[config.mk]
export PLATFORM = sky130hd
export DESIGN_NAME = mem_block_mover
export DESIGN_NICKNAME = d
export VERILOG_FILES = /design/src/rtl/mem_block_mover.sv
export SDC_FILE = /design/constraint.sdc
export NUM_CORES = 1
export LEC_CHECK = 0
export ABC_AREA = 1
export ABC_CLOCK_PERIOD_IN_PS = 3200
export CAP_MARGIN = 20
export CORE_MARGIN = 2
export CORE_UTILIZATION = 35
export DETAILED_ROUTE_END_ITERATION = 10
export PLACE_DENSITY = 0.56
export SETUP_SLACK_MARGIN = 0.05
export SLEW_MARGIN = 20
export SYNTH_ARGS = -nofsm -noshare
export SYNTH_HDL_FRONTEND = slang
export SYNTH_SLANG_ARGS = --single-unit
[constraint.sdc]
create_clock -name clk -period 3.2 [get_ports clk]
set_input_delay 0.48 -clock clk [delete_from_list [all_inputs] [get_ports clk]]
set_output_delay 0.48 -clock clk [all_outputs]
set_load 0.01 [all_outputs]
[src/rtl/mem_block_mover.sv]
// mem_block_mover: fill/copy engine for a single-port RAM, all outputs registered.
// Optional running checksum of written words is enabled by MEM_BLOCK_MOVER_CHECKSUM_EN.
module mem_block_mover #(
  parameter int ADDR_W = 12,
  parameter int DATA_W = 16
) (
  input  logic              clk,
  input  logic              rst_n,
  input  logic              start,
  input  logic              mode,
  input  logic [ADDR_W-1:0] src_addr,
  input  logic [ADDR_W-1:0] dst_addr,
  input  logic [ADDR_W:0]   len,
  input  logic [DATA_W-1:0] fill_data,
  output logic              busy,
  output logic              done,
  output logic [ADDR_W-1:0] ram_address,
  output logic [DATA_W-1:0] ram_in,
  output logic              ram_load,
  input  logic [DATA_W-1:0] ram_out
`ifdef MEM_BLOCK_MOVER_CHECKSUM_EN
  ,
  output logic [DATA_W-1:0] checksum
`endif
);

  localparam logic [2:0] S_IDLE = 3'd0;
  localparam logic [2:0] S_FILL = 3'd1;
  localparam logic [2:0] S_RD   = 3'd2;
  localparam logic [2:0] S_WR   = 3'd3;
  localparam logic [2:0] S_DONE = 3'd4;

  localparam logic [ADDR_W:0] LEN_MAX = {1'b1, {ADDR_W{1'b0}}};
  localparam logic [ADDR_W:0] ONE     = {{ADDR_W{1'b0}}, 1'b1};

  logic [2:0]        r_state;
  logic [ADDR_W-1:0] r_src;
  logic [ADDR_W-1:0] r_dst;
  logic [ADDR_W:0]   r_len;
  logic [ADDR_W:0]   r_i;
  logic              r_busy;
  logic              r_done;
  logic [ADDR_W-1:0] r_ram_address;
  logic [DATA_W-1:0] r_ram_in;
  logic              r_ram_load;

  logic [ADDR_W:0]   w_len_sat;
  logic [ADDR_W:0]   w_i_nx;
  logic              w_last;
  logic [ADDR_W-1:0] w_dst_cur;
  logic [ADDR_W-1:0] w_dst_nx;
  logic [ADDR_W-1:0] w_src_nx;

  assign w_len_sat = (len > LEN_MAX) ? LEN_MAX : len;
  assign w_i_nx    = r_i + ONE;
  assign w_last    = (w_i_nx == r_len);
  assign w_dst_cur = r_dst + r_i[ADDR_W-1:0];
  assign w_dst_nx  = r_dst + w_i_nx[ADDR_W-1:0];
  assign w_src_nx  = r_src + w_i_nx[ADDR_W-1:0];

  // Address/data registers are loaded one cycle ahead so each state sees its own values.
  always_ff @(posedge clk) begin
    if (!rst_n) begin
      r_state       <= S_IDLE;
      r_src         <= '0;
      r_dst         <= '0;
      r_len         <= '0;
      r_i           <= '0;
      r_busy        <= 1'b0;
      r_done        <= 1'b0;
      r_ram_address <= '0;
      r_ram_in      <= '0;
      r_ram_load    <= 1'b0;
    end else begin
      case (r_state)
        S_IDLE: begin
          r_done <= 1'b0;
          if (start) begin
            r_busy <= 1'b1;
            if (w_len_sat == '0) begin
              r_state <= S_DONE;
              r_done  <= 1'b1;
            end else begin
              r_src <= src_addr;
              r_dst <= dst_addr;
              r_len <= w_len_sat;
              r_i   <= '0;
              if (mode) begin
                r_state       <= S_RD;
                r_ram_address <= src_addr;
                r_ram_load    <= 1'b0;
              end else begin
                r_state       <= S_FILL;
                r_ram_address <= dst_addr;
                r_ram_in      <= fill_data;
                r_ram_load    <= 1'b1;
              end
            end
          end
        end
        S_FILL: begin
          if (w_last) begin
            r_state    <= S_DONE;
            r_ram_load <= 1'b0;
            r_done     <= 1'b1;
          end else begin
            r_i           <= w_i_nx;
            r_ram_address <= w_dst_nx;
          end
        end
        S_RD: begin
          r_state       <= S_WR;
          r_ram_in      <= ram_out;
          r_ram_address <= w_dst_cur;
          r_ram_load    <= 1'b1;
        end
        S_WR: begin
          r_ram_load <= 1'b0;
          if (w_last) begin
            r_state <= S_DONE;
            r_done  <= 1'b1;
          end else begin
            r_state       <= S_RD;
            r_i           <= w_i_nx;
            r_ram_address <= w_src_nx;
          end
        end
        S_DONE: begin
          r_state <= S_IDLE;
          r_done  <= 1'b0;
          r_busy  <= 1'b0;
        end
        default: begin
          r_state    <= S_IDLE;
          r_done     <= 1'b0;
          r_busy     <= 1'b0;
          r_ram_load <= 1'b0;
        end
      endcase
    end
  end

  assign busy        = r_busy;
  assign done        = r_done;
  assign ram_address = r_ram_address;
  assign ram_in      = r_ram_in;
  assign ram_load    = r_ram_load;

`ifdef MEM_BLOCK_MOVER_CHECKSUM_EN
  logic [DATA_W-1:0] r_checksum;

  // Sums at the edge where the RAM commits the word, so it is final when done rises.
  always_ff @(posedge clk) begin
    if (!rst_n || (r_state == S_IDLE && start)) begin
      r_checksum <= '0;
    end else if (r_ram_load) begin
      r_checksum <= r_checksum + r_ram_in;
    end
  end

  assign checksum = r_checksum;
`endif

endmodule

* Word level (Yosys, flattened, before mapping) *
Index checks and enable logic that the tools add are counted.

storage, ports and cells
  input port bits = 73
  register bits = 84
  logic and storage cells = 79
  output and inout bits = 31

cells by class
  eq/ne operators = 13
  multiplexer cells = 32
  $add $sub $neg = 4
  reduce and logical (&&, ||, !) cells = 15
  bitwise logic cells = 4
  $lt $le $gt $ge = 1

operator list
  cell                                                             count
  12-bit 2-to-1 mux                                                5
  13-bit 2-to-1 mux                                                4
  16-bit 2-to-1 mux                                                3
  12-bit one-hot mux with 4 select lines                           1
  12-bit adder                                                     3
  16-bit one-hot mux with 2 select lines                           1
  13-bit one-hot mux with 2 select lines                           1
  2-bit != test, second input constant                             7
  13-bit by 1-bit adder with 13-bit output, second input constant  1
  13-bit == test                                                   1
  13-bit greater-than comparator, second input constant            1
  13-bit zero test                                                 1
  3-bit 2-to-1 mux                                                 4
  3-bit one-hot mux with 4 select lines                            1
  4-bit AND reduction                                              3
  1-bit 2-to-1 mux                                                 8
  3-bit by 2-bit == test with 1-bit output, second input constant  2
  2-bit AND reduction                                              3
  5-bit AND reduction                                              1
  1-bit inverter                                                   4
  1-bit one-hot mux with 4 select lines                            1
  2-bit nonzero test                                               2
  4-bit nonzero test                                               1
  3-bit by 1-bit == test with 1-bit output, second input constant  1
  9 further kinds                                                  9

* Logic depth before layout (Yosys ltp) *
Gate-level depths: netlist of run 1.

  word-level depth = 6
  gate-level depth with buffers = 17
  mapped depth without buffers = 17

* Least setup slack after synthesis of run 1 *
OpenSTA, ideal clock, no wires.

  kind = register to register
  start = reg r_state[2]
  end = reg r_ram_address[9], in the netlist ram_address[9]
  setup time = 0.113 ns
  arrival time = 2.601 ns
  stages on the path, launching flop included = 17
  data required time = 3.087 ns
  path slack = 0.487 ns
  buffers on the path = 2
  period minus slack after synthesis = 2.713 ns
  cell sequence = dfxtp_1 buf_2 nor2_4 nand2_1 clkbuf_1 nand2_1 o21ai_0 ha_1 a21oi_1 o21ai_0 a21oi_1 o21ai_0 or2_2 nand3_1 nand3_1 nor2_1 nor2_1

between the ends
  longest elaborated chain between the ends = 3
  elaborated cells on any way between the ends = 11
  classes of those cells = eq/ne: 7; mux: 1; reduce/logical: 3

RTL lines
  item                                                                    RTL line  source
  from (decl)                                                             36        logic [2:0] r_state;
  from (signal assigned)                                                  64        r_state <= S_IDLE;
  from (signal assigned)                                                  81        r_state <= S_DONE;
  from (signal assigned)                                                  89        r_state <= S_RD;
  3-bit by 2-bit == test with 1-bit output, or another cell as far along  75        case (r_state)
  4-bit nonzero test (no line) / 2-bit != test (equally long branches)    --
  5-bit AND reduction (no line)                                           --
  to (signal assigned)                                                    90        r_ram_address <= src_addr;
  to (signal assigned)                                                    94        r_ram_address <= dst_addr;
  to (signal assigned)                                                    108       r_ram_address <= w_dst_nx;
  to (decl)                                                               43        logic [ADDR_W-1:0] r_ram_address;

Several ways; a longest one is shown, not always the timed one.
A chain may end at the register's enable or synchronous reset.

* Final worst setup path of run 1 *
  start = reg r_i[1]
  end = reg r_ram_address[11], in the netlist ram_address[11]

between the ends
  longest elaborated chain between the ends = 4
  elaborated cells on any way between the ends = 11
  classes of those cells = add/sub: 4; eq/ne: 3; mux: 3; reduce/logical: 1

RTL lines
  item                                                                                  RTL line  source
  from (decl)                                                                           40        logic [ADDR_W:0] r_i;
  from (signal assigned)                                                                107       r_i <= w_i_nx;
  from (signal assigned)                                                                124       r_i <= w_i_nx;
  13-bit by 1-bit adder with 13-bit output                                              55        assign w_i_nx = r_i + ONE;
  12-bit adder, or another cell as far along                                            59        assign w_src_nx = r_src + w_i_nx[ADDR_W-1:0];
  12-bit 2-to-1 mux, or another cell as far along                                       119       if (w_last) begin
  12-bit one-hot mux with 4 select lines / 5-bit AND reduction (equally long branches)  --
  to (signal assigned)                                                                  90
  to (signal assigned)                                                                  114       r_ram_address <= w_dst_cur;
  to (signal assigned)                                                                  125       r_ram_address <= w_src_nx;

Several ways; a longest one is shown, not always the timed one. The select of a mux whose other input is x is not followed.

==> impl_metrics.tcl, run 1 <==
set metrics [dict create \
    status "completed" \
    path_cells "ha_1 -> nand2_1 -> nor2_2 -> buf_4 -> nand2_1 -> nand2_1 -> nand2_1 -> inv_1 -> ha_1 -> a21oi_1 -> o21ai_0 -> a21oi_1 -> nand4_1 -> nand3_1 -> nand3_1 -> nor2_1 -> nor2_1" \
    ant_nets 0 \
    dp_hpwl_microns 13000 \
    rsz0062_at_grt "no" \
    placed_cells 1171 \
    setup_violations 0 \
    crit_path_end_kind "register" \
    synth_most_common_cell "nand2_1" \
    path_max_fanout 7 \
    yosysWarnings 0 \
    rows 46 \
    max_slew_margin 0.406 \
    netlist.area_leader.share 0.302 \
    ys_seq_area_frac 0.302 \
    cts_root_buffer "clkbuf_16" \
    die-area_sq_mm 0.0170 \
    coreArea_sq_mm 0.0157 \
    setup_tns_ps 0 \
    cts_buffers 9 \
    p_leak_nw 3.32 \
    p_per_area_mw_per_mm2 763 \
    avgSynthCellArea_sq_um 6.41 \
    finish.utilization 0.457 \
    grt_overflow_total 0 \
    cp_data_arrival_time_ps 3080 \
    critPathMaxStageDelay_ps 380 \
    fmax_mhz 352 \
    clkTransAtPathRegs_ps 60 \
    routed_wirelength_microns 16900 \
    vias_per_cell 4.91 \
    dr.pass1.iters 5 \
    stdcell_area_sq_mm 0.00717 \
    ys.flop_type "dfxtp_1" \
    initial_utilization 0.355 \
    fin_crit_sh 0.887 \
    via_count 5829 \
    power_mw 5.48 \
    drc 0 \
    first_iter_violations 365 \
    cp-start-kind "register" \
    synth_area_leaders "dfxtp_1, nand2_1, inv_1, a21oi_1, nand3_1" \
    post_dp_cell_area_sq_mm 0.00685 \
    cp_slowest_cell "dfxtp_2" \
    post_cts_buffers 0 \
    cts_tree "yes" \
    grt_pass1_vias 5464 \
    antenna_found_initial 0 \
    instances_no_fill 1187 \
    syn-instance-count 870 \
    synth_common_cells "nand2_1, inv_1, dfxtp_1, nor2_1, a21oi_1" \
    portBuffers 103 \
    grt_pass1_wl_microns 27200 \
    ir_drop_v 0.000295 \
    wire_per_inst_microns 14.2 \
    ff_latch_area_sq_mm 0.00168 \
    syn-num-nets 968 \
    finClkSkew_ps 5.13 \
    cts_sinks 84 \
    path_common_cell "nand2_1" \
    fin_nets 1064 \
    area_growth_syn_to_layout_pct 28.7 \
    worst_ep_required_time_ps 3440 \
    die_h_microns 130 \
    grt_usage 0.205 \
    synth_edf_count 0 \
    htreeDepth 3 \
    die_x_microns 130 \
    gp_congestion 0.855 \
    synth.distinct_cells 43 \
    worst_pin_slew_ps 886 \
    grt_max_degree 58 \
    min_period_ps 2840 \
    path_class "register to register" \
    multiInputGateArea_sq_mm 0.00338 \
    ys_async_sr_fraction 0 \
    clk_latency_ps 350 \
    fillers 1641 \
    cap_violations 0 \
    cts_buffer_depth 2 \
    hold_path_class "register to register" \
    post_synth_instance_area_sq_mm 0.00557 \
    hold_violations 0 \
    worst_slack_ps 362 \
    synth_seq_cells 84 \
    drive_gt1_frac 0.0577 \
    fin_hold_ws_ps 454 \
    slew_viol_final 0 \
    synth_area_leader_cell "dfxtp_1" \
    ioPinCount 104 \
    n_antenna_cell 0 \
    dp_slack_ps 242 \
]
==> worst max-delay path, delay by kind of cell (launching register included) <==
kind | cells | cell delay, ps
flip-flops | 1 | 380
AO/OA/AOI/OAI | 3 | 510
buffers and inverters | 2 | 230
adder cells (fa/ha/maj) | 2 | 470
AND/OR/NAND/NOR | 10 | 1130
==> report_power, final <==
part | total [mW] | leakage (nW) | switching, mW | internal [mW]
registers | 1.59 | 0.694 | 0.230 | 1.36
clock network | 1.13 | 0.159 | 0.430 | 0.701
logic | 2.76 | 2.47 | 1.66 | 1.09
==> timing repair <==
action                     in CTS  in global routing
setup endpoints to repair       0                  4
gates resized for setup         0                  4
hold buffers                    0                  0
==> flip-flops by register name, indices dropped and copies added (netlist names) <==
name	count
r_i	13
busy	1
r_src	12
ram_in	16
done	1
r_dst	12
r_len	13
ram_address	12
ram_load	1
r_state	3
==> layout by cell type, fill, tap and decap left out, types with 4 or more instances in the layout <==
master,Yosys,layout
a211oi_1,11,11
a21oi_1,71,71
buf_4,1,17
clkbuf_16,0,9
clkdlybuf4s50_1,0,102
dfxtp_1,84,83
ha_1,23,23
inv_1,95,95
nand2_1,239,239
nand2_2,6,6
nand3_1,65,64
nand4_1,23,23
nor2_1,83,81
nor2_2,2,4
nor3_1,6,5
o211a_1,16,16
o21ai_0,60,58
o21ai_1,2,4
or2_2,4,4
xor2_1,7,7
==> metal layers <==
layer,vias to the layer above,track usage,part of all wire
met5,-,0,0
met3,23,0.0418,0.053
li1,3074,-,-
met2,147,0.353,0.48
met1,2585,0.255,0.45
met4,0,0.0702,0.021
==> kinds of logic after synthesis <==
| family | after synthesis | share of synthesized area |
|---|---|---|
| AOI/OAI and AO/OA | 176 | 0.185 |
| muxes | 1 | 0.00180 |
| DFF | 84 | 0.302 |
| xor gates and xnor gates | 9 | 0.0141 |
| adders and majority gates | 25 | 0.0588 |
| buffers and inverters | 134 | 0.0961 |
| and+or+nand+nor | 441 | 0.342 |
==> cell type report <==
class	count	share of cell area
timing repair buffer	120	0.161
clock buffer	11	0.0338
multi-input combinational	652	0.471
inverter	99	0.0518
sequential	84	0.235
clock inverter	5	0.0105
tap	216	0.0377
==> final timing paths <==
| kind | slack [ps] | start | endpoint | depth (start not counted) |
|---|---|---|---|---|
| worst min-delay path | 450 | r_src[0] | r_src[0] | 2 |
| worst max register to register | 360 | r_i[1] | ram_address[11] | 17 |
| worst min register to register | 450 | r_src[0] | r_src[0] | 2 |
| worst max-delay path | 360 | r_i[1] | ram_address[11] | 17 |
(Power assumes the default switching activity.)
==> run 2: changes to the inputs <==
CORE_MARGIN = unset   (was 2)
==> impl_metrics.tcl, run 2 (synthesis results as in run 1) <==
set metrics [dict create \
    status "completed" \
    wire_per_inst_microns 14.4 \
    p_leak_nw 3.33 \
    clk_latency_ps 360 \
    ir_drop_v 0.000319 \
    wl_met3_microns 793 \
    rsz0062_at_grt "no" \
    path_max_fanout 7 \
    via_count 5829 \
    ioPinCount 104 \
    final_cell_mix "nand2_1, clkdlybuf4s50_1, inv_1, dfxtp_1, nor2_1" \
    coreArea_sq_mm 0.0154 \
    top_layer_used "met4" \
    grt_pass1_vias 5631 \
    cts_sinks 84 \
    postCtsHoldBufs 0 \
    n_antenna_cell 0 \
    max_slew_margin 0.391 \
    post_cts_buffers 0 \
    grt_max_degree 58 \
    hold_path_class "register to register" \
    fin_nets 1066 \
    antenna_found_initial 0 \
    crit_path_end_kind "register" \
    path_class "register to register" \
    worst_pin_slew_ps 909 \
    grt_pass1_wl_microns 28100 \
    slew_viol_final 0 \
    critPathMaxStageDelay_ps 450 \
    dp_hpwl_microns 13000 \
    dr.pass1.iters 5 \
    largest_reg_flops 16 \
    cts_tree "yes" \
    setup_tns_ps 0 \
    hold_violations 0 \
    ff_latch_area_sq_mm 0.00168 \
    drive_gt1_frac 0.0577 \
    cts_resized 0 \
    path_common_cell "o21ai_0" \
    cp-start-kind "register" \
    final_common_cell "nand2_1" \
    cts_buffers 9 \
    die-area_sq_mm 0.0164 \
    cap_violations 0 \
    min_period_ps 2830 \
    setup_violations 0 \
    power_mw 5.47 \
    path_cells "nand2_1 -> o21ai_0 -> nand2_1 -> ha_1 -> a21oi_1 -> o21ai_0 -> a21oi_1 -> o21ai_0 -> or2_2 -> nand3_1 -> nand3_1 -> nor2_1 -> nor2_1" \
    route.met2.wl_microns 8240 \
    p_per_area_mw_per_mm2 764 \
    die_h_microns 128 \
    cts_root_buffer "clkbuf_16" \
    initial_utilization 0.363 \
    first_iter_violations 360 \
    drc 0 \
    area_growth_syn_to_layout_pct 28.6 \
    ant_nets 0 \
    met1_length_microns 7690 \
    cp_slowest_cell "dfxtp_1" \
    routed_wirelength_microns 17100 \
    gp_congestion 0.870 \
    die_x_microns 128 \
    rows 45 \
    grt_overflow_total 0 \
    clkTransAtPathRegs_ps 70 \
    fmax_mhz 354 \
    cp_data_arrival_time_ps 3080 \
    worst_ep_required_time_ps 3450 \
    htreeDepth 3 \
    cts_buffer_depth 2 \
    multiInputGateArea_sq_mm 0.00337 \
    fin_crit_sh 0.883 \
    portBuffers 103 \
    fillers 1649 \
    grt_usage 0.220 \
    finClkSkew_ps 11.5 \
    vias_per_cell 4.93 \
]
## run 2: changes by cell type in the layout (fill, tap and decap cells not counted), sizes merged
cell    previous run  this run
clkinv             6         3
buf               18        20
clkbuf            11        13
bufinv             2         1
## run 2: per-layer routing
layer,vias to the layer above,global-route usage
met5,-,0
met4,0,0.0851
met3,23,0.0409
met2,134,0.380
met1,2602,0.268
li1,3070,-
## run 2: power breakdown
group | internal, mW | switching, mW
clock | 0.682 | 0.434
sequential | 1.36 | 0.226
combinational | 1.10 | 1.67
total | 3.14 | 2.33
## run 2: metrics by stage
step / area (sq um) / cells / util / setup WS, ps / hold WS, ps
after floorplan: 5570 / 870 / - / 487 / 425
after global placement: 6860 / 1168 / 0.446 / 359 / 447
after detailed placement: 6860 / 1168 / 0.446 / 326 / 451
after CTS: 7170 / 1182 / 0.466 / 319 / 461
after global routing: 7170 / 1182 / 0.466 / 37.4 / 477
final: 7170 / 1182 / 0.466 / 375 / 457
## run 2: critical path, delay by kind of cell (launching register included)
kind | cells | cell delay, ps
simple gates | 7 | 980
compound gates | 5 | 910
fa+ha+maj | 1 | 390
flops | 1 | 450
## run 2: final cells by class
cell class                      instances  share of cell area
Clock inverter                          1             0.00419
Multi-Input combinational cell        652               0.470
Tap cell                              211              0.0368
Inverter                               99              0.0518
Clock buffer                           13              0.0391
Sequential cell                        84               0.235
Timing Repair Buffer                  122               0.163
## run 2: path summary, 6_finish.rpt
check	startpoint	end	slack, ps	cells past startpoint
hold / removal	r_src[7]	r_src[7]	460	2
hold reg to reg	r_src[7]	r_src[7]	460	2
setup / recovery	r_i[2]	ram_address[9]	370	13
setup reg to reg	r_i[2]	ram_address[9]	370	13
